<file path="config.mk">
export PLATFORM = sky130hd
export DESIGN_NAME = stream_argmax_5_16
export DESIGN_NICKNAME = d
export VERILOG_FILES = /design/src/rtl/nn_stream_pkg.sv /design/src/rtl/argmax_cmp.sv /design/src/rtl/stream_argmax_5_16.sv
export SDC_FILE = /design/constraint.sdc
export NUM_CORES = 1
export LEC_CHECK = 0
export CORE_MARGIN = 2
export CORE_UTILIZATION = 49
export CTS_BUF_LIST = sky130_fd_sc_hd__clkbuf_8
export DETAILED_ROUTE_END_ITERATION = 16
export PLACE_DENSITY = 0.89
export SKIP_CTS_REPAIR_TIMING = 1
export SKIP_LAST_GASP = 1
export SLEW_MARGIN = 10
export SYNTH_ARGS = -nofsm -noshare
export SYNTH_HDL_FRONTEND = slang
export SYNTH_HIERARCHICAL = 1
export SYNTH_SLANG_ARGS = --single-unit
</file>
<file path="constraint.sdc">
create_clock -name clk -period 2.3 [get_ports clk]
set_input_delay 0.46 -clock clk [delete_from_list [all_inputs] [get_ports clk]]
set_output_delay 0.46 -clock clk [all_outputs]
set_load 0.005 [all_outputs]
</file>
<file path="src/rtl/nn_stream_pkg.sv">
// rtl/nn_stream_pkg.sv - shared types and helpers for the nn output stream blocks
package nn_stream_pkg;

    typedef enum logic {SCAN, HOLD} argmax_state_t;

    // An index into a single-entry vector still needs one bit.
    function automatic int clog2_min1(input int n);
        return (n <= 1) ? 1 : $clog2(n);
    endfunction

endpackage

</file>
<file path="src/rtl/argmax_cmp.sv">
// rtl/argmax_cmp.sv - combinational signed compare-select for a running argmax
module argmax_cmp #(
    parameter int T  = 16,
    parameter int IW = 3
) (
    input  logic [T-1:0]  cur_max,
    input  logic [IW-1:0] cur_idx,
    input  logic [T-1:0]  din,
    input  logic [IW-1:0] pos,
    input  logic          first,
    output logic [T-1:0]  new_max,
    output logic [IW-1:0] new_idx
);

    logic take;

    // Strict greater-than so that ties keep the earliest position.
    always_comb begin
        take    = first || ($signed(din) > $signed(cur_max));
        new_max = take ? din : cur_max;
        new_idx = take ? pos : cur_idx;
    end

endmodule

</file>
<file path="src/rtl/stream_argmax_5_16.sv">
// rtl/stream_argmax_5_16.sv - per-vector argmax over a valid/ready stream of signed words
module stream_argmax_5_16
    import nn_stream_pkg::*;
#(
    parameter int M  = 5,
    parameter int T  = 16,
    parameter int IW = clog2_min1(M)
) (
    input  logic          clk,
    input  logic          reset,
    input  logic          s_valid,
    output logic          s_ready,
    input  logic [T-1:0]  data_in,
    output logic          m_valid,
    input  logic          m_ready,
    output logic [T-1:0]  data_out,
    output logic [IW-1:0] idx_out
);

    localparam logic [IW-1:0] LAST_POS = IW'(M - 1);

    argmax_state_t state;
    logic [IW-1:0] cnt;
    logic [T-1:0]  cur_max;
    logic [IW-1:0] cur_idx;
    logic [T-1:0]  new_max;
    logic [IW-1:0] new_idx;
    logic          in_xfer;
    logic          is_last;

    // While a result is pending, a new word may only enter when it is drained.
    assign s_ready = (state == SCAN) || m_ready;
    assign in_xfer = s_valid && s_ready;
    assign is_last = (cnt == LAST_POS);

    // cnt is always 0 in HOLD, so a word arriving in the handoff cycle starts a vector.
    argmax_cmp #(
        .T  (T),
        .IW (IW)
    ) u_cmp (
        .cur_max (cur_max),
        .cur_idx (cur_idx),
        .din     (data_in),
        .pos     (cnt),
        .first   (cnt == '0),
        .new_max (new_max),
        .new_idx (new_idx)
    );

    always_ff @(posedge clk or negedge reset) begin
        if (!reset) begin
            state    <= SCAN;
            cnt      <= '0;
            m_valid  <= 1'b0;
            data_out <= '0;
            idx_out  <= '0;
            cur_max  <= '0;
            cur_idx  <= '0;
        end else if (in_xfer) begin
            if (is_last) begin
                state    <= HOLD;
                cnt      <= '0;
                m_valid  <= 1'b1;
                data_out <= new_max;
                idx_out  <= new_idx;
            end else begin
                state   <= SCAN;
                cnt     <= cnt + IW'(1);
                m_valid <= 1'b0;
                cur_max <= new_max;
                cur_idx <= new_idx;
            end
        end else if (m_valid && m_ready) begin
            state   <= SCAN;
            m_valid <= 1'b0;
        end
    end

endmodule

</file>
Word level (Yosys, flattened, before mapping)
Index checks and enable logic that the tools add are counted.
{"block": "word_totals", "word_cells": 25, "out_inout_bits": 21, "ff_bits": 42}
{"block": "classes", "addsub": 1, "n_lt_le_gt_ge": 1, "eq_ne": 1, "reduce_logical": 8, "n_mux": 6, "bitwise_logic": 2}
{"operator": "> comparator 16 bit", "count": 1}
{"operator": "two-way mux 16 bit", "count": 1}
{"operator": "two-way mux 3 bit", "count": 2}
{"operator": "AND reduction 2 bit", "count": 2}
{"operator": "adder 3 x 1 -> 3 bit (second input constant)", "count": 1}
{"operator": "== test 3 bit (second input constant)", "count": 1}
{"operator": "zero test 3 bit", "count": 1}
{"operator": "two-way mux 1 bit", "count": 3}
{"operator": "logical AND 1 bit", "count": 2}
{"operator": "logical OR 1 bit", "count": 2}
{"operator": "NOT 1 bit", "count": 2}
{"operator": "nonzero test 2 bit", "count": 1}

Logic depth before layout (Yosys ltp)
Gate-level depths: netlist of the first run.
{"block": "depth", "depth_word": 4, "depth_mapped": 10, "ltp_nobuf": 9}

Modules after synthesis
The synthesis of the first run kept the hierarchy.
{"module": "stream_argmax_5_16", "area_each_um2": 1710.4, "n_inst": 1, "cells_per_inst": 103}
{"module": "argmax_cmp", "area_each_um2": 668.1, "n_inst": 1, "cells_per_inst": 80}

Worst setup path before layout of the first run
Ideal clock, no wire load.
{"block": "synth_path", "kind": "input-to-reg", "from": "input port data_in[13]", "to": "register cur_max[10]", "setup_time_ns": 0.125, "required_ns": 2.175, "n_path_buf": 1, "path_slack_ns": -0.294, "path_stages": 9, "arrival_time_ns": 2.469, "path_cell_list": "ha_1 > a21oi_1 > o21ai_0 > a311oi_2 > nand3_1 > o311ai_4 > buf_6 > mux2_2 > mux2_2"}
{"block": "synth_via", "elab_chain_len": 3}
{"element": "from (decl)", "line_no": "stream_argmax_5_16.sv:13", "rtl": "input logic [T-1:0] data_in,"}
{"element": "> comparator 16 bit", "line_no": "argmax_cmp.sv:19", "rtl": "take = first || ($signed(din) > $signed(cur_max));"}
{"element": "logical OR 1 bit", "line_no": "argmax_cmp.sv:19"}
{"element": "two-way mux 16 bit", "line_no": "argmax_cmp.sv:20", "rtl": "new_max = take ? din : cur_max;"}
{"element": "named net new_max[10]", "line_no": "stream_argmax_5_16.sv:26", "rtl": "logic [T-1:0] new_max;"}
{"element": "to (signal assigned)", "line_no": "stream_argmax_5_16.sv:70", "rtl": "cur_max <= new_max;"}
{"element": "to (decl)", "line_no": "stream_argmax_5_16.sv:24", "rtl": "logic [T-1:0] cur_max;"}
The timed path passes the listed nets, and every way through them passes these cells.
A chain may end at the register's enable or synchronous reset.

Worst setup path after layout of the first run
{"block": "layout_path", "from": "register cur_max[10]", "to": "register cur_max[6]"}
{"block": "layout_via", "elab_chain_len": 3}
{"element": "> comparator 16 bit", "line_no": "argmax_cmp.sv:19"}
{"element": "logical OR 1 bit", "line_no": "argmax_cmp.sv:19"}
{"element": "two-way mux 16 bit", "line_no": "argmax_cmp.sv:20"}
{"element": "named net new_max[6]", "line_no": "stream_argmax_5_16.sv:26"}
The timed path passes the listed nets, and every way through them passes these cells.

==> impl_metrics.json, run 1 <==
{
  "busiest_layer": "met2",
  "hold_violations": 0,
  "insertion_delay_ns": 0.29,
  "via_per_inst": 5.35,
  "cts_buffers": 5,
  "async_reset_ff_share_pct": 100,
  "skew_ns": 0.00431,
  "grt_overflow": 0,
  "port_buffers": 40,
  "critPathTopFamily": "multiplexers",
  "cts.clk_slew.worst_paths_ns": 0.08,
  "tightest_slew_ns": 0.522,
  "initialDrtViolationCount": 91,
  "num-nets-final": 281,
  "cp-start-kind": "flop",
  "grt_antenna_before_repair": 0,
  "path_buf_inv": 3,
  "crit_chain": "inv_2, ha_4, nand4_1, nor3_2, a311oi_2, buf_4, o311ai_4, buf_6, mux2_4, mux2_4",
  "ant_nets": 0,
  "grt_max_degree": 23,
  "grt_pass1_vias": 1777,
  "vdd_drop_max_uv": 615,
  "period_share_pct": 112,
  "fillers": 330,
  "vias": 1589,
  "io_pins": 41,
  "diodes": 0,
  "maxCapViolCount": 0,
  "setup_viol_count_final": 38,
  "clockBufferDepth": 2,
  "timing.final.max_slew_violations": 0,
  "mappedNetlistArea_mm2": 0.00238,
  "end_kind": "flop",
  "ys_ff_latch": 42,
  "syn-num-nets": 221,
  "dr.pass1.iters": 4,
  "drc_errors": 0,
  "critPathArrivalTime_ns": 2.75,
  "gp_congestion": 0.737,
  "utilization_pct": 69.5,
  "fmax_mhz": 389,
  "r2r_slack_ns": -0.27,
  "critPathSlowestCell": "dfrtp_1",
  "die_area_mm2": 0.00543,
  "max_stage_delay_ns": 0.39,
  "coreArea_mm2": 0.00469,
  "ys_seq_area_share_pct": 44.2,
  "powerDensity_mw_per_mm2": 1360,
  "synth_edf_count": 0,
  "setup_ws_ns": -0.269,
  "clockRootBuffer": "clkbuf_8",
  "grt_use_met1_pct": 22.6,
  "ys.flop_type": "dfrtp_1",
  "p_leak_nw": 1.60,
  "rsz0062_at_grt": "true",
  "design_area_mm2": 0.00326,
  "met3_usage_pct": 3.29,
  "start_util_pct": 50.7,
  "postPlaceCellArea_mm2": 0.00308,
  "cts_tree": "built",
  "syn_avg_cell_area_um2": 13.0,
  "dp.final_hpwl_mm": 3.53,
  "synth_cell_type_count": 30,
  "grtUsageTotal_pct": 19.3,
  "path_max_fanout": 7,
  "slew_headroom_pct": 65.2,
  "area_delta_synth_final_pct": 37.2,
  "cts.sinks": 42,
  "cts_max_level": 2,
  "drive_above_1_share_pct": 41.6,
  "drt_wl_total_mm": 4.74,
  "violations": "negative setup slack",
  "grt_pass1_wl_mm": 7.95,
  "rows": 25,
  "hold_path.class": "in -> async",
  "die_y_um": 73.7,
  "holdWs_ns": 0.138,
  "final_common_cell": "mux2_4",
  "grt_use_met2_pct": 34.1,
  "postSynthCellCount": 183,
  "period_minus_slack_ns": 2.57,
  "path_class": "reg -> reg",
  "fp.dieW_um": 73.7,
  "layout_common_cells": "45 x mux2_4, 42 x dfrtp_1, 31 x clkdlybuf4s50_1, 17 x inv_1, 15 x buf_4",
  "cp_common_cell": "mux2_4",
  "wire_per_inst_um": 16.0,
  "cp.required_ns": 2.48,
  "status": "complete, but fails checks",
  "synth-warning-count": 6
}
[synth_stat cells (2+ instances only)]
cell | count | area, um^2
buf_6 | 3 | 33.8
mux2_4 | 10 | 150
a21oi_1 | 8 | 40.0
dfrtp_1 | 42 | 1050
mux2_2 | 47 | 529
nor2b_1 | 2 | 12.5
nor3_1 | 2 | 10.0
o21ai_0 | 2 | 10.0
buf_2 | 2 | 10.0
nand3_1 | 2 | 10.0
nand2_1 | 8 | 30.0
ha_1 | 18 | 225
nand4_1 | 2 | 12.5
inv_1 | 19 | 71.3
[stage by stage]
stage	std cells	worst slack, ns	power, mW	TNS [ns]
finish	297	-0.269	4.45	-9.59
floorplan	183	-0.140	2.91	-2.60
global route	297	-0.391	4.78	-14.09
detailed placement	290	-0.725	3.78	-26.40
CTS	297	-0.407	4.24	-14.37
global placement	290	-0.639	3.66	-23.04
[sequential cells by signal, indices dropped and copies added, names as in the netlist]
signal / cells
cur_idx: 3
state: 1
cnt: 3
cur_max: 16
idx_out: 3
data_out: 16
[cells by family (layout without fill, tap and decap cells)]
group / after synthesis / in the layout / synth area share (%)
buf+inv: 25 / 85 / 5.68
simple gates: 23 / 23 / 6.05
compound gates: 18 / 18 / 6.05
fa+ha+maj: 18 / 18 / 9.47
flops: 42 / 42 / 44.2
mux: 57 / 57 / 28.6
[path summary, 6_finish.rpt]
path,start,to,depth (start not counted)
setup / recovery,cur_max[10],cur_max[6],10
hold / removal,reset,cur_max[5],1
setup reg to reg,cur_max[10],cur_max[6],10
hold reg to reg,data_out[9],data_out[9],1
max in group asynchronous,reset,cur_max[8],2
min in group clk,data_out[9],data_out[9],1
[worst reg2reg max path, stage by stage (launching register included)]
cell and delay, ns:
dfrtp_1 0.39, inv_2 0.06, ha_4 0.25, nand4_1 0.14
nor3_2 0.23, a311oi_2 0.07, buf_4 0.17, o311ai_4 0.37
buf_6 0.21, mux2_4 0.32, mux2_4 0.27
[area by class of cell]
| cell class | instances | area [um^2] | area share (%) |
|---|---|---|---|
| clock buffers | 5 | 68.8 | 2.11 |
| clock inverters | 2 | 7.51 | 0.230 |
| well taps | 54 | 67.6 | 2.07 |
| multi-input cells | 116 | 1420 | 43.4 |
| inverters | 19 | 71.3 | 2.19 |
| repair buffers | 59 | 582 | 17.8 |
| flip-flops and latches | 42 | 1050 | 32.2 |
[power breakdown]
group | total, mW | switching (mW) | internal, mW
logic | 2.68 | 0.979 | 1.70
registers | 1.34 | 0.234 | 1.10
clock network | 0.440 | 0.240 | 0.200
[layer usage]
| metal | share of wire, % | up-vias |
|---|---|---|
| li1 | - | 765 |
| met4 | 0.89 | 0 |
| met1 | 45 | 775 |
| met5 | 0 | - |
| met2 | 50 | 41 |
| met3 | 4.0 | 8 |
(Power assumes the default switching activity.)
==> run 2: changes to the inputs <==
CORE_MARGIN = 1.5   (was 2)
==> run 2 against run 1 <==
The flow still finishes with violations (negative setup slack). Maximum frequency fell by 1.1%. Cell count grew 1.3%. Wire length is 6.2% higher. Register-to-register slack worse by 0.03 ns. Non-clock buffer count grew 3. Via count grew 1.1%. Die area is 2.7% lower. Cell area is 2.8% higher. Flip-flop and latch count did not move. Setup slack worse by 0.028 ns. Critical path type unchanged. Largest power group unchanged.
==> impl_metrics.json, run 2 (same netlist as run 1, synthesis figures left out) <==
{
  "vdd_drop_max_uv": 634,
  "dp.final_hpwl_mm": 3.31,
  "path_max_fanout": 6,
  "cp-start-kind": "flop",
  "die_y_um": 72.7,
  "drive_above_1_share_pct": 43.7,
  "clockRootBuffer": "clkbuf_8",
  "period_share_pct": 113,
  "cts_buffers": 5,
  "layout_common_cells": "53 x mux2_4, 42 x dfrtp_1, 31 x clkdlybuf4s50_1, 18 x buf_4, 16 x inv_1",
  "powerDensity_mw_per_mm2": 1410,
  "hold_violations": 0,
  "drt_wl_total_mm": 5.04,
  "rows": 25,
  "grt_overflow": 0,
  "grtUsageTotal_pct": 18.9,
  "maxCapViolCount": 0,
  "num-nets-final": 284,
  "period_minus_slack_ns": 2.60,
  "fp.dieW_um": 72.7,
  "wire_per_inst_um": 16.7,
  "timing.final.max_slew_violations": 0,
  "diodes": 0,
  "critPathArrivalTime_ns": 2.78,
  "cp.required_ns": 2.49,
  "ant_nets": 0,
  "cts.clk_slew.worst_paths_ns": 0.07,
  "dr.pass1.iters": 4,
  "die_area_mm2": 0.00528,
  "fillers": 311,
  "hold_path.class": "in -> async",
  "drc_errors": 0,
  "top_regs": "cur_max x16, data_out x16",
  "vias": 1607,
  "grt_pass1_vias": 1661,
  "initialDrtViolationCount": 54,
  "setup_viol_count_final": 38,
  "rsz0062_at_grt": "true",
  "skew_ns": 0.00548,
  "violations": "negative setup slack",
  "power.total_mw": 4.72,
  "slew_headroom_pct": 64.8,
  "io_pins": 41,
  "path_class": "reg -> reg",
  "grt_max_degree": 43,
  "utilization_pct": 71.5,
  "cts.sinks": 42,
  "cts_max_level": 2,
  "cts_tree": "built",
  "clockBufferDepth": 2,
  "port_buffers": 40,
  "final_common_cell": "mux2_4",
  "coreArea_mm2": 0.00469,
  "setup_ws_ns": -0.297,
  "multi_input_area_mm2": 0.00145,
  "holdWs_ns": 0.215,
  "p_leak_nw": 1.65,
  "start_util_pct": 50.7,
  "insertion_delay_ns": 0.30,
  "tightest_slew_ns": 0.529,
  "end_kind": "flop",
  "grt_antenna_before_repair": 0,
  "area_delta_synth_final_pct": 41.1,
  "gp_congestion": 0.706,
  "via_per_inst": 5.34,
  "regArea_mm2": 0.00105,
  "status": "complete, but fails checks",
  "grt_pass1_wl_mm": 7.60,
  "fmax_mhz": 385
}
==> run 2: cell types whose count changed in the layout (fill, tap and decap cells not counted), sizes merged <==
cell	delta
inv	-2
buf	+3
clkbuf	+3
==> run 2: path summary, 6_finish.rpt <==
check | cells after the start | slack, ns | to | start
worst max-delay path | 10 | -0.30 | cur_max[0] | cur_max[13]
worst min-delay path | 2 | 0.22 | cur_max[7] | reset
worst max register to register | 10 | -0.30 | cur_max[0] | cur_max[13]
worst min register to register | 1 | 0.51 | data_out[10] | data_out[10]
max in group asynchronous | 2 | 1.72 | data_out[0] | reset
min in group clk | 1 | 0.51 | data_out[10] | data_out[10]
==> run 2: stage by stage <==
stage / setup slack [ns] / std cells / TNS (ns) / area [um^2]
after floorplan: -0.140 / 183 / -2.60 / 2520
after global placement: -0.635 / 290 / -23.13 / 3080
after detailed placement: -0.717 / 290 / -26.25 / 3080
after CTS: -0.396 / 298 / -13.69 / 3190
after global routing: -0.393 / 301 / -14.34 / 3360
final: -0.297 / 301 / -10.47 / 3360
==> run 2: layout make-up <==
cell class                      instances  area share [%]
Tap cell                               54            2.01
Timing Repair Buffer                   62            18.0
Inverter                               19            2.13
Clock buffer                            8            3.28
Multi-Input combinational cell        116            43.3
Sequential cell                        42            31.3
==> run 2: worst max-delay path, cell delays in order, from the launching register on <==
cell	delay, ns
dfrtp_1	0.38
inv_2	0.05
ha_4	0.26
nand4_1	0.15
nor3_2	0.23
a311oi_2	0.07
buf_4	0.16
o311ai_4	0.37
buf_6	0.21
mux2_4	0.32
mux2_4	0.27
==> run 2: power breakdown <==
| part | internal (mW) | leakage (nW) | switching [mW] |
|---|---|---|---|
| combinational | 1.78 | 1.09 | 1.04 |
| sequential | 1.10 | 0.509 | 0.250 |
| clock | 0.303 | 0.0575 | 0.252 |
| total | 3.19 | 1.65 | 1.54 |
==> run 2: routing by layer <==
metal  track usage, %  up-vias  part of all wire, %  routed length [um]
met1             23.8      802                   46                2340
met2             31.5       30                   49                2470
met5                0        -                    0                   0
met3             5.11        6                  3.4                 173
met4             6.29        0                  1.2                  59
li1                 -      769                    -                   -
